### src/rtl/coef_serializer.sv
// -----------------------------------------------------------------------------
// coef_serializer
//
// Reader side of the softmax coefficient FIFO. Pops one packed word per
// subgraph (MAX_NODES coefficients of DATA_WIDTH bits, MSB first, followed by
// num_of_nodes in the low bits), checks the node count, and streams the valid
// coefficients one per beat over a valid/ready interface. Each beat carries its
// index within the subgraph, a last flag and the running subgraph index.
//
// Ports:
//   clk         in   clock, rising edge
//   rst         in   asynchronous active-high reset
//   coef_dout   in   FIFO read data, valid the cycle after coef_rd_en
//   coef_empty  in   FIFO empty
//   coef_rd_en  out  FIFO pop (only while coef_empty=0)
//   coef_valid  out  output beat valid
//   coef_ready  in   downstream accept
//   coef_data   out  current coefficient
//   coef_idx    out  0-based beat index within the subgraph
//   coef_last   out  final beat of the subgraph
//   sg_idx      out  index of the subgraph being streamed
//   all_done    out  one-cycle pulse after the last beat of subgraph NUM_SUBGRAPHS-1
//   len_err     out  one-cycle pulse when a word carries an invalid node count
//
// Optional feature macro: COEF_SERIALIZER_PREFETCH_EN
//   Adds a one-word holding register that is filled while streaming so the
//   next subgraph starts without a bubble.
// -----------------------------------------------------------------------------
module coef_serializer #(
  parameter int DATA_WIDTH     = 8,
  parameter int MAX_NODES      = 6,
  parameter int NUM_NODE_WIDTH = $clog2(MAX_NODES),
  parameter int NUM_SUBGRAPHS  = 100,
  parameter int SOFTMAX_WIDTH  = MAX_NODES * DATA_WIDTH + NUM_NODE_WIDTH,
  parameter int SOFTMAX_ADDR_W = $clog2(NUM_SUBGRAPHS)
) (
  input  logic                      clk,
  input  logic                      rst,
  input  logic [SOFTMAX_WIDTH-1:0]  coef_dout,
  input  logic                      coef_empty,
  output logic                      coef_rd_en,
  output logic                      coef_valid,
  input  logic                      coef_ready,
  output logic [DATA_WIDTH-1:0]     coef_data,
  output logic [NUM_NODE_WIDTH-1:0] coef_idx,
  output logic                      coef_last,
  output logic [SOFTMAX_ADDR_W-1:0] sg_idx,
  output logic                      all_done,
  output logic                      len_err
);

  localparam int COEF_BITS = MAX_NODES * DATA_WIDTH;
  localparam logic [NUM_NODE_WIDTH:0]   MAX_N   = (NUM_NODE_WIDTH+1)'(MAX_NODES);
  localparam logic [SOFTMAX_ADDR_W-1:0] LAST_SG = SOFTMAX_ADDR_W'(NUM_SUBGRAPHS - 1);

  typedef enum logic [1:0] {
    S_IDLE,
    S_FETCH,
    S_LOAD,
    S_STREAM
  } state_t;

  state_t r_state;
  state_t w_state_next;

  logic [COEF_BITS-1:0]      r_shift;
  logic [NUM_NODE_WIDTH-1:0] r_n;
  logic [NUM_NODE_WIDTH-1:0] r_idx;
  logic [SOFTMAX_ADDR_W-1:0] r_sg;
  logic                      r_all_done;
  logic                      r_len_err;
  logic                      r_len_err_pend;

  logic                      w_rd_en;
  logic                      w_load;
  logic [SOFTMAX_WIDTH-1:0]  w_load_word;
  logic                      w_err_now;
  logic                      w_done_now;
  logic                      w_hs;
  logic                      w_last;
  logic                      w_last_hs;

  // A node count is usable when it lies in 1..MAX_NODES.
  function automatic logic f_len_ok(input logic [NUM_NODE_WIDTH-1:0] n);
    logic [NUM_NODE_WIDTH:0] n_ext;
    n_ext = {1'b0, n};
    return (n_ext != '0) && (n_ext <= MAX_N);
  endfunction

  assign w_hs       = (r_state == S_STREAM) && coef_ready;
  assign w_last     = (r_idx == r_n - 1'b1);
  assign w_last_hs  = w_hs && w_last;
  assign w_done_now = w_last_hs && (r_sg == LAST_SG);

`ifdef COEF_SERIALIZER_PREFETCH_EN
  logic [SOFTMAX_WIDTH-1:0] r_hold;
  logic                     r_hold_full;
  logic [1:0]               r_pf_pipe;   // [0]: pop issued last cycle, [1]: data on coef_dout now
  logic                     w_pf_rd;
  logic                     w_take_hold;
  logic                     w_hold_avail;
  logic [SOFTMAX_WIDTH-1:0] w_hold_word;

  // A prefetched word is usable either from the holding register or, in the
  // cycle it arrives, straight off the FIFO bus. This keeps short subgraphs
  // bubble-free even when the pop lands just before the last beat.
  assign w_hold_avail = r_hold_full || r_pf_pipe[1];
  assign w_hold_word  = r_hold_full ? r_hold : coef_dout;
`endif

  always_comb begin
    w_state_next = r_state;
    w_rd_en      = 1'b0;
    w_load       = 1'b0;
    w_load_word  = coef_dout;
    w_err_now    = 1'b0;
`ifdef COEF_SERIALIZER_PREFETCH_EN
    w_pf_rd      = 1'b0;
    w_take_hold  = 1'b0;
`endif
    case (r_state)
      S_IDLE: begin
`ifdef COEF_SERIALIZER_PREFETCH_EN
        if (w_hold_avail) begin
          w_take_hold = 1'b1;
          w_load_word = w_hold_word;
          if (f_len_ok(w_hold_word[NUM_NODE_WIDTH-1:0])) begin
            w_load       = 1'b1;
            w_state_next = S_STREAM;
          end else begin
            w_err_now = 1'b1;
          end
        end else if (r_pf_pipe == 2'b00 && !coef_empty) begin
          // Wait for any in-flight prefetch before issuing a fresh pop.
          w_rd_en      = 1'b1;
          w_state_next = S_FETCH;
        end
`else
        if (!coef_empty) begin
          w_rd_en      = 1'b1;
          w_state_next = S_FETCH;
        end
`endif
      end
      S_FETCH: begin
        w_state_next = S_LOAD;
      end
      S_LOAD: begin
        if (f_len_ok(coef_dout[NUM_NODE_WIDTH-1:0])) begin
          w_load       = 1'b1;
          w_state_next = S_STREAM;
        end else begin
          w_err_now    = 1'b1;
          w_state_next = S_IDLE;
        end
      end
      S_STREAM: begin
`ifdef COEF_SERIALIZER_PREFETCH_EN
        if (!r_hold_full && r_pf_pipe == 2'b00 && !coef_empty) begin
          w_pf_rd = 1'b1;
          w_rd_en = 1'b1;
        end
        if (w_last_hs) begin
          if (w_hold_avail) begin
            w_take_hold = 1'b1;
            w_load_word = w_hold_word;
            if (f_len_ok(w_hold_word[NUM_NODE_WIDTH-1:0])) begin
              w_load       = 1'b1;
              w_state_next = S_STREAM;
            end else begin
              w_err_now    = 1'b1;
              w_state_next = S_IDLE;
            end
          end else begin
            w_state_next = S_IDLE;
          end
        end
`else
        if (w_last_hs) begin
          w_state_next = S_IDLE;
        end
`endif
      end
      default: begin
        w_state_next = S_IDLE;
      end
    endcase
  end

  always_ff @(posedge clk or posedge rst) begin
    if (rst) begin
      r_state        <= S_IDLE;
      r_shift        <= '0;
      r_n            <= '0;
      r_idx          <= '0;
      r_sg           <= '0;
      r_all_done     <= 1'b0;
      r_len_err      <= 1'b0;
      r_len_err_pend <= 1'b0;
    end else begin
      r_state <= w_state_next;

      if (w_load) begin
        r_shift <= w_load_word[SOFTMAX_WIDTH-1 -: COEF_BITS];
        r_n     <= w_load_word[NUM_NODE_WIDTH-1:0];
        r_idx   <= '0;
      end else if (w_hs) begin
        r_shift <= {r_shift[COEF_BITS-DATA_WIDTH-1:0], {DATA_WIDTH{1'b0}}};
        r_idx   <= w_last ? '0 : r_idx + 1'b1;
      end

      if (w_last_hs) begin
        r_sg <= (r_sg == LAST_SG) ? '0 : r_sg + 1'b1;
      end

      // An invalid prefetched word can surface on the very handshake that
      // wraps sg_idx; its len_err is pushed one cycle later so the two
      // pulses never overlap.
      r_all_done     <= w_done_now;
      r_len_err      <= r_len_err_pend || (w_err_now && !w_done_now);
      r_len_err_pend <= w_err_now && w_done_now;
    end
  end

`ifdef COEF_SERIALIZER_PREFETCH_EN
  always_ff @(posedge clk or posedge rst) begin
    if (rst) begin
      r_hold      <= '0;
      r_hold_full <= 1'b0;
      r_pf_pipe   <= 2'b00;
    end else begin
      r_pf_pipe <= {r_pf_pipe[0], w_pf_rd};
      if (w_take_hold) begin
        r_hold_full <= 1'b0;
      end else if (r_pf_pipe[1]) begin
        r_hold      <= coef_dout;
        r_hold_full <= 1'b1;
      end
    end
  end
`endif

  // The pop strobe is combinational from IDLE/STREAM; gate it so it is
  // quiet while reset is held.
  assign coef_rd_en = w_rd_en && !rst;
  assign coef_valid = (r_state == S_STREAM);
  assign coef_data  = r_shift[COEF_BITS-1 -: DATA_WIDTH];
  assign coef_idx   = r_idx;
  assign coef_last  = (r_state == S_STREAM) && w_last;
  assign sg_idx     = r_sg;
  assign all_done   = r_all_done;
  assign len_err    = r_len_err;

endmodule

### config.mk
export PLATFORM = sky130hd
export DESIGN_NAME = coef_serializer
export DESIGN_NICKNAME = d
export VERILOG_FILES = /design/src/rtl/coef_serializer.sv
export SDC_FILE = /design/constraint.sdc
export NUM_CORES = 1
export LEC_CHECK = 0
export BUFFER_PORTS_ARGS = -buffer_cell sky130_fd_sc_hd__buf_2
export CORE_MARGIN = 2
export CORE_UTILIZATION = 53
export DETAILED_ROUTE_END_ITERATION = 8
export PLACE_DENSITY = 0.8
export SETUP_SLACK_MARGIN = 0.1
export SYNTH_ARGS = -nofsm -noshare
export SYNTH_HDL_FRONTEND = slang
export SYNTH_SLANG_ARGS = --single-unit
### constraint.sdc
create_clock -name clk -period 6 [get_ports clk]
set_input_delay 1.2 -clock clk [delete_from_list [all_inputs] [get_ports clk]]
set_output_delay 1.2 -clock clk [all_outputs]
set_load 0.05 [all_outputs]
==> results.txt, run 1 <==
The share of total power in sequential cells was 38.9%. The fill cell total of the finished layout came out at 478. The count of standard-cell rows came out at 27. The internal power of the cells is 1.09 mW. The final weighted congestion of routability-driven global placement was 0.823. Setup repair after global routing left no endpoint under its margin. The ratio of final minimum period to clock period is 53.1%, and the clock latency at the later pin of the worst-skew pair is 0.34 ns. The finished cells cover 0.00356 mm².

The maximum frequency from static timing analysis is 314 MHz. The buffer levels on the longest clock path is 2, and the count of final setup violators is 0. The count of nets left with antenna violations once routing finished came out at 0.

Sum of negative setup slack: 0 ns. Cell at the root of the clock tree: sky130_fd_sc_hd__clkbuf_8. Number of optimization iterations in the first detailed-route pass: 4. For the via count of the first global-routing pass, the log shows 2264.

For this design, the sink count on the clock tree is 66. The top fanout value on the critical path came out at 3. After synthesis, the netlist uses 33 different library cells.

The run gives 10400 µm as the wire length of the first global-routing pass. After the flow finishes, the layout carries non-filler instances totaling 458. The setup check on the worst reg-to-reg path leaves a slack of 3.82 ns. Summed over all layers, the global routing overflow is 0. The mapped netlist covers 0.00300 mm². VDD sags by at most 0.000293 V. The half-perimeter wire length of the detailed placement result was 4080 µm; the number of inserted diodes was 0. The run gives 67 as the pin count of the biggest net entering global routing.

The final hold slack came out at 0.454 ns. TritonCTS built the clock tree. The worst setup path is captured at a primary output. The run finished with clean final reports.

The leakage power total is 1.85 nW, and the width of the chip is 79.2 µm. The number of nets in the layout is 439. Synthesis inferred 66 register bits. Post-route clock skew: 0.00588 ns. The signal on the critical path passes through inv_1, ha_1, xor2_1, nand3_1, nor2_1, buf_2. Leaving out fill and tap cells, the most frequent cells in the layout are 109 x sky130_fd_sc_hd__nand2_1, 77 x sky130_fd_sc_hd__buf_2, 66 x sky130_fd_sc_hd__dfrtp_1.

The arrival time of data at the critical path endpoint came out at 1.99 ns. The normalized max-slew margin was 42.2%; the overall via count from detail_route was 2413. On the worst path, the slowest cell contributes a delay of 0.37 ns.

The die outline area is 0.00628 mm², and the floorplan core area is 0.00547 mm². In the final layout, the share of cells above drive strength 1 is 26.9%. Dividing the synthesized area by the synthesized cell count gives 9.55 µm². The logs give 183 for the number of design-rule violations left by the first detailed-router iteration and 0.00165 mm² for the area of all sequential standard cells. The design draws 1.91 mW. The number of nets handed over by synthesis was 372. The power per standard cell area was 535 mW/mm². The cell type contributing the most total cell area after synthesis was sky130_fd_sc_hd__dfrtp_1. The class of the worst hold path is flop to flop. For the clock network fraction of design power, the log shows 19.9%. After detailed routing, the number of vias per cell comes to 5.27. 78 I/O pins were placed. Post-CTS timing repair inserted 0 buffers for setup. Of the total power, combinational logic draws 41.2%.

In the post-synthesis netlist, the biggest area contributors are sky130_fd_sc_hd__dfrtp_1 55%, sky130_fd_sc_hd__nand2_1 14%, sky130_fd_sc_hd__a22oi_1 10%. In the synthesized netlist, the number of instances is 314. The startpoint type of the worst setup path was a flop. The switching part of the total power works out to 42.9%. The area taken by multi-input logic gates came out at 0.00119 mm².

The number of violations of the max-capacitance limit came out at 0. Leaving out fill and tap cells, the most frequent cell in the layout is sky130_fd_sc_hd__nand2_1. Slew at the pin with the worst max-slew slack: 0.867 ns. The shortest period the worst path allows is 3.19 ns. The initial utilization of the core area, before any placement, comes to 54.8%. In the global route stage, overall resource usage came out at 21.7%. In the routed design, unresolved DRC markers number 0. The post-CTS resize count is 0, and the final number of max-transition violations is 0. The critical path is of the flop to primary output type.

The count of buffers added on input and output ports is 77. The number of placed instances, taps included, is 442. For this block, the routed nets add up to 6320 µm of wire. Summed over its instances, the top area cell type makes up 55.1% of the synthesized netlist area.

Data on the critical path is required at its endpoint by 4.80 ns. The run gives 0 as the count of warnings emitted by yosys. In this run, CTS created clock tree buffers numbering 9. The floorplan step set the die height to 79.2 µm. The H-tree was split into 3 levels. Among all stages on the critical path, the largest delay is contributed by sky130_fd_sc_hd__dfrtp_1.

For the total placed instance area, the log shows 0.00336 mm². The logs give 0 for the initial antenna violation count and 0 for the hold buffer count at cts. Summed over all nets, the switching power comes to 0.817 mW.

Clock-pin slew was measured on the worst setup and hold paths at 0.07 ns. Of the synthesized area, sequential elements account for 55.1%. In the final routed layout, each cell accounts on average for 13.8 µm.

For the number of hold violations in the final report, the log shows 0. The area added between synthesis and finish was 18.9%.
==> synthesized netlist by cell type (all sizes together) <==
library cell,count
nand2,109
dfrtp,66
a22oi,40
buf,20
o21ai,17
a21oi,7
nand3,7
inv,6
and3,4
clkbuf,4
nor2,4
nor3,4
ha,3
xor2,3
mux2,2
nand2b,2
nor2b,2
o31ai,2
or3,2
a21o,1
and4,1
and4bb,1
conb,1
nand4,1
nor4,1
o22ai,1
o2bb2ai,1
o31a,1
xnor3,1
==> power by group through the flow <==
stage | combinational (mW) | sequential (mW) | clock (mW)
after floorplan | 0.635 | 0.769 | 0
after global placement | 0.762 | 0.741 | 0
after detailed placement | 0.788 | 0.749 | 0
after CTS | 0.791 | 0.742 | 0.386
after global routing | 0.881 | 0.767 | 0.409
final | 0.785 | 0.742 | 0.380
==> layout make-up <==
| class | instances | share of cell area, % |
|---|---|---|
| clock inverter | 5 | 1.47 |
| sequential | 66 | 46.3 |
| multi-input combinational | 218 | 33.3 |
| clock buffer | 11 | 4.25 |
| tap | 72 | 2.53 |
| timing repair buffer | 80 | 11.4 |
| inverter | 6 | 0.632 |
==> routing by layer <==
| layer | share of wire (%) | vias to the layer above | track usage, % | wire [µm] |
|---|---|---|---|---|
| li1 | - | 1202 | - | - |
| met1 | 44 | 1126 | 29.9 | 2780 |
| met2 | 47 | 75 | 31.7 | 2990 |
| met3 | 6.9 | 10 | 5.57 | 436 |
| met4 | 1.9 | 0 | 10.9 | 118 |
| met5 | 0 | - | 0 | 0 |
==> final timing paths <==
path / start / end / cells past startpoint
worst max register to register: r_state[0] / sg_idx[2] / 4
worst min-delay path: r_len_err_pend / len_err / 1
worst max-delay path: r_n[1] / coef_last / 6
worst min register to register: r_len_err_pend / len_err / 1
max in group asynchronous: rst / coef_idx[1] / 3
min in group asynchronous: rst / r_n[2] / 3
==> state kept, by name (all words and copies together) (netlist names) <==
register and flops:
r_len_err_pend 1, sg_idx 7, coef_idx 3, r_state 2, r_shift 48, r_n 3
all_done 1, len_err 1
==> kinds of logic after synthesis <==
family	Yosys count	synth area share (%)
AOI/OAI and AO/OA	70	15.6
and+or+nand+nor	138	20.1
adders and majority gates	3	1.25
buffers and inverters	30	5.34
DFF	66	55.1
muxes	2	0.876
other	1	0.125
xor gates and xnor gates	4	1.63
==> worst max-delay path: cells and delay by family (launching register included) <==
family / cells / cell delay [ns]
fa+ha+maj: 1 / 0.25
simple gates: 2 / 0.32
xor+xnor: 1 / 0.32
flops: 1 / 0.37
buf+inv: 2 / 0.37
==> stage by stage <==
step / setup slack [ns] / utilization (%)
2_1_floorplan: 2.10 / -
3_3_place_gp: 3.00 / 61.4
3_5_place_dp: 2.99 / 61.4
4_1_cts: 2.81 / 65.1
5_1_grt: 2.68 / 65.1
6_report: 2.81 / 65.1
No activity file was read; power rests on OpenSTA's default activity.
==> inputs of run 2 (changes only) <==
--- a/config.mk
+++ b/config.mk
@@ -7,9 +7,9 @@
 export LEC_CHECK = 0
 export BUFFER_PORTS_ARGS = -buffer_cell sky130_fd_sc_hd__buf_2
 export CORE_MARGIN = 2
-export CORE_UTILIZATION = 53
+export CORE_UTILIZATION = 47
 export DETAILED_ROUTE_END_ITERATION = 8
-export PLACE_DENSITY = 0.8
+export PLACE_DENSITY = 0.75
 export SETUP_SLACK_MARGIN = 0.1
 export SYNTH_ARGS = -nofsm -noshare
 export SYNTH_HDL_FRONTEND = slang
==> constraint.sdc (replaced) <==
create_clock -name clk -period 2.9 [get_ports clk]
set_input_delay 0.58 -clock clk [delete_from_list [all_inputs] [get_ports clk]]
set_output_delay 0.58 -clock clk [all_outputs]
set_load 0.05 [all_outputs]
==> results.txt, run 2 (same netlist as run 1, synthesis figures left out) <==
In this run the worst hold path is classified as primary input to asynchronous set/reset pin. The smallest clock period supported by the final layout is computed as 2.50 ns. The logs give 0 ns (unchanged) for the sum of negative setup slack and 10800 µm (+4.2%) for the wire length of the first global-routing pass.

For the number of optimization iterations in the first detailed-route pass, the log shows 4 (unchanged). The number of hold violations in the final report came out at 0 (unchanged). Walking the worst path, the cells encountered are inv_1, ha_1, xor2_1, nand3_1, nor2_1, buf_2. The width of the chip is 83.9 µm (+5.9%), and the arrival time of data at the critical path endpoint is 1.92 ns (-0.07 ns). The top fanout value on the critical path was 3 (unchanged).

The worst setup path is captured at a primary output. Family of cells with the greatest summed delay on the critical path: flip-flops. The clock slew seen by the registers of the worst setup and hold paths was 0.07 ns (about the same). The via count of the first global-routing pass was 2376 (+4.9%); the ratio of final minimum period to clock period was 86.2%.

The half-perimeter wire length of the detailed placement result came out at 4360 µm (+6.9%). The tools report the internal power of the cells as 2.43 mW (+120%). Counting flops per register, the top entry is r_shift. Number of cells on the worst reg-to-reg path: 6 (+2).

The number of inserted diodes came out at 0 (unchanged). The maximum ir drop on the vdd rail was 0.000549 V (+87%). The power per standard cell area was 1130 mW/mm² (+110%). The tools report the share of total power in combinational logic as 39.8% (-1.4 points).

For the net switching power, the log shows 1.68 mW (+110%). Worst-case register-to-register setup slack: 1.05 ns (-2.77 ns). Leaving out fill and tap cells, the most frequent cell in the layout is sky130_fd_sc_hd__nand2_1.

The tools report the cell at the root of the clock tree as sky130_fd_sc_hd__clkbuf_8. Count of input and output buffers: 77 (unchanged). The logs give 0.809 (-1.7%) for the final weighted congestion of routability-driven global placement and 57.9% (-7.3 points) for the utilization of the core after routing. Setup repair after global routing left no endpoint under its margin. The data required time of the critical path is 2.32 ns (-2.48 ns), and the share of total power in sequential cells is 37.5% (-1.4 points).

The vertical extent of the die was 83.9 µm (+5.9%); the pin count of the biggest net entering global routing was 41 (-39%). The biggest cell delay along the critical path works out to 0.37 ns (about the same). The fraction of layout cells with a size suffix above 1 works out to 27.0% (+0.049 points). The top cell types in the final layout, fill and taps aside, are 109 x sky130_fd_sc_hd__nand2_1, 77 x sky130_fd_sc_hd__buf_2, 66 x sky130_fd_sc_hd__dfrtp_1. The category of the critical setup timing path was flop to primary output. The tools report the count of standard-cell rows as 29 (+7.4%). The origin of the critical flop-to-flop path was r_n[1]. The CTS sink count is 66 (unchanged).

The tools report the hold buffer count at cts as 0 (unchanged). TritonCTS built the clock tree. The buffers plus inverters on the worst setup path is 2 (unchanged). For the die outline area, the log shows 0.00704 mm² (+12%). Post-CTS resize count: 0 (unchanged).

For the number of nets still failing antenna checks after routing, the log shows 0 (unchanged). The tools report the number of top-level design ports as 78 (unchanged). The area added between synthesis and finish works out to 21.2%.

The terminus of the critical flop-to-flop path was sg_idx[2]. The run gives 0 (unchanged) as the number of violations of the max-capacitance limit. The total global routing overflow is 0 (unchanged), and the leakage power total is 1.88 nW (+1.7%).

The clock latency at the later pin of the worst-skew pair came out at 0.33 ns (about the same). The buffer levels on the longest clock path was 2 (unchanged); the total placed instance area was 0.00339 mm² (+0.86%). The tools report the normalized max-slew margin as 64.4% (+22 points). For the number of design-rule violations left by the first detailed-router iteration, the log shows 120 (-34%). The via count normalized by instance count came out at 5.20 (-1.4%). The overall power is 4.11 mW (+120%), and the routed length per instance is 13.8 µm (-0.19%). The total detailed-routing wirelength is 6420 µm (+1.5%). The maximum frequency from static timing analysis was 400 MHz. The tools report the number of nets in the layout as 442 (+0.68%). For the TritonCTS buffer count, the log shows 9 (unchanged).

The tools report the overall via count from detail_route as 2422 (+0.37%). The post-placement worst setup slack is 0.758 ns (-2.24 ns). The number of flip-flops in the largest register works out to 48 (unchanged). Maximum level of the CTS H-tree: 3 (unchanged).

The tools report the aggregate global-route resource usage as 19.2% (-2.4 points). The critical path's slowest cell is sky130_fd_sc_hd__dfrtp_1. The floorplan core area came out at 0.00628 mm² (+15%). Initial antenna violation count: 0 (unchanged). The worst setup path is launched from a flop. The slew at the pin with the worst max-slew slack came out at 0.534 ns (-0.333 ns). The count of final setup violators came out at 0 (unchanged). The run finished with clean final reports. The fill cell total of the finished layout was 565 (+18%); the final number of max-transition violations was 0 (unchanged). For the minimum setup slack in the final design, the log shows 0.401 ns (-2.41 ns).

The initial cell density of the core is 47.8% (-7.0 points), and the switching part of the total power is 40.9% (-1.9 points). The area of all placed cells without fillers was 0.00363 mm² (+1.9%). The logs give 0 (unchanged) for the number of buffers inserted to repair setup after CTS and 0.00958 ns (+0.00370 ns) for the post-route clock skew.

The DRC violation count after routing is 0 (unchanged), and the clock network fraction of design power is 22.7% (+2.8 points).
## run 2: changes by cell type in the layout (fill, tap and decap cells not counted)
| cell | previous run | this run |
|---|---|---|
| sky130_fd_sc_hd__buf_4 | 3 | 6 |
| sky130_fd_sc_hd__bufinv_16 | 1 | 3 |
| sky130_fd_sc_hd__clkbuf_1 | 0 | 2 |
| sky130_fd_sc_hd__clkbuf_8 | 11 | 10 |
| sky130_fd_sc_hd__clkinv_2 | 3 | 0 |
| sky130_fd_sc_hd__clkinv_4 | 0 | 1 |
| sky130_fd_sc_hd__clkinvlp_4 | 1 | 0 |
## run 2: stage by stage
step / std cells / hold WS, ns
after floorplan: 314 / 0.408
after global placement: 450 / 0.417
after detailed placement: 450 / 0.421
after CTS: 466 / 0.297
after global routing: 466 / 0.322
final: 466 / 0.299
## run 2: power groups by stage
| stage | sequential, mW | combinational (mW) | clock, mW |
|---|---|---|---|
| 6_report | 1.54 | 1.64 | 0.931 |
| 5_1_grt | 1.59 | 1.84 | 0.997 |
| 4_1_cts | 1.54 | 1.66 | 0.949 |
| 3_5_place_dp | 1.55 | 1.64 | 0 |
| 3_3_place_gp | 1.53 | 1.60 | 0 |
| 2_1_floorplan | 1.59 | 1.31 | 0 |
## run 2: final cells by class
cell class | count | area, µm² | share of cell area [%]
multi-input combinational | 218 | 1190 | 32.7
sequential | 66 | 1650 | 45.5
timing repair buffer | 83 | 430 | 11.8
clock inverter | 4 | 98.8 | 2.72
clock buffer | 12 | 145 | 3.99
inverter | 6 | 22.5 | 0.620
tap | 77 | 96.3 | 2.65
## run 2: worst max path at each step
stage,cells past startpoint,startpoint,end
after floorplan,1,coef_empty,coef_rd_en
after global placement,6,r_n[0],coef_last
after detailed placement,6,r_n[1],coef_last
after CTS,6,r_n[1],coef_last
after global routing,6,r_n[0],coef_last
final,6,r_n[1],coef_last
## run 2: per-layer routing
| metal | track usage, % | vias up | routed length, µm | part of all wire, % |
|---|---|---|---|---|
| li1 | - | 1212 | - | - |
| met1 | 25.7 | 1133 | 3010 | 47 |
| met2 | 29.7 | 70 | 2910 | 45 |
| met3 | 7.12 | 7 | 432 | 6.7 |
| met4 | 5.28 | 0 | 70 | 1.1 |
| met5 | 0 | - | 0 | 0 |
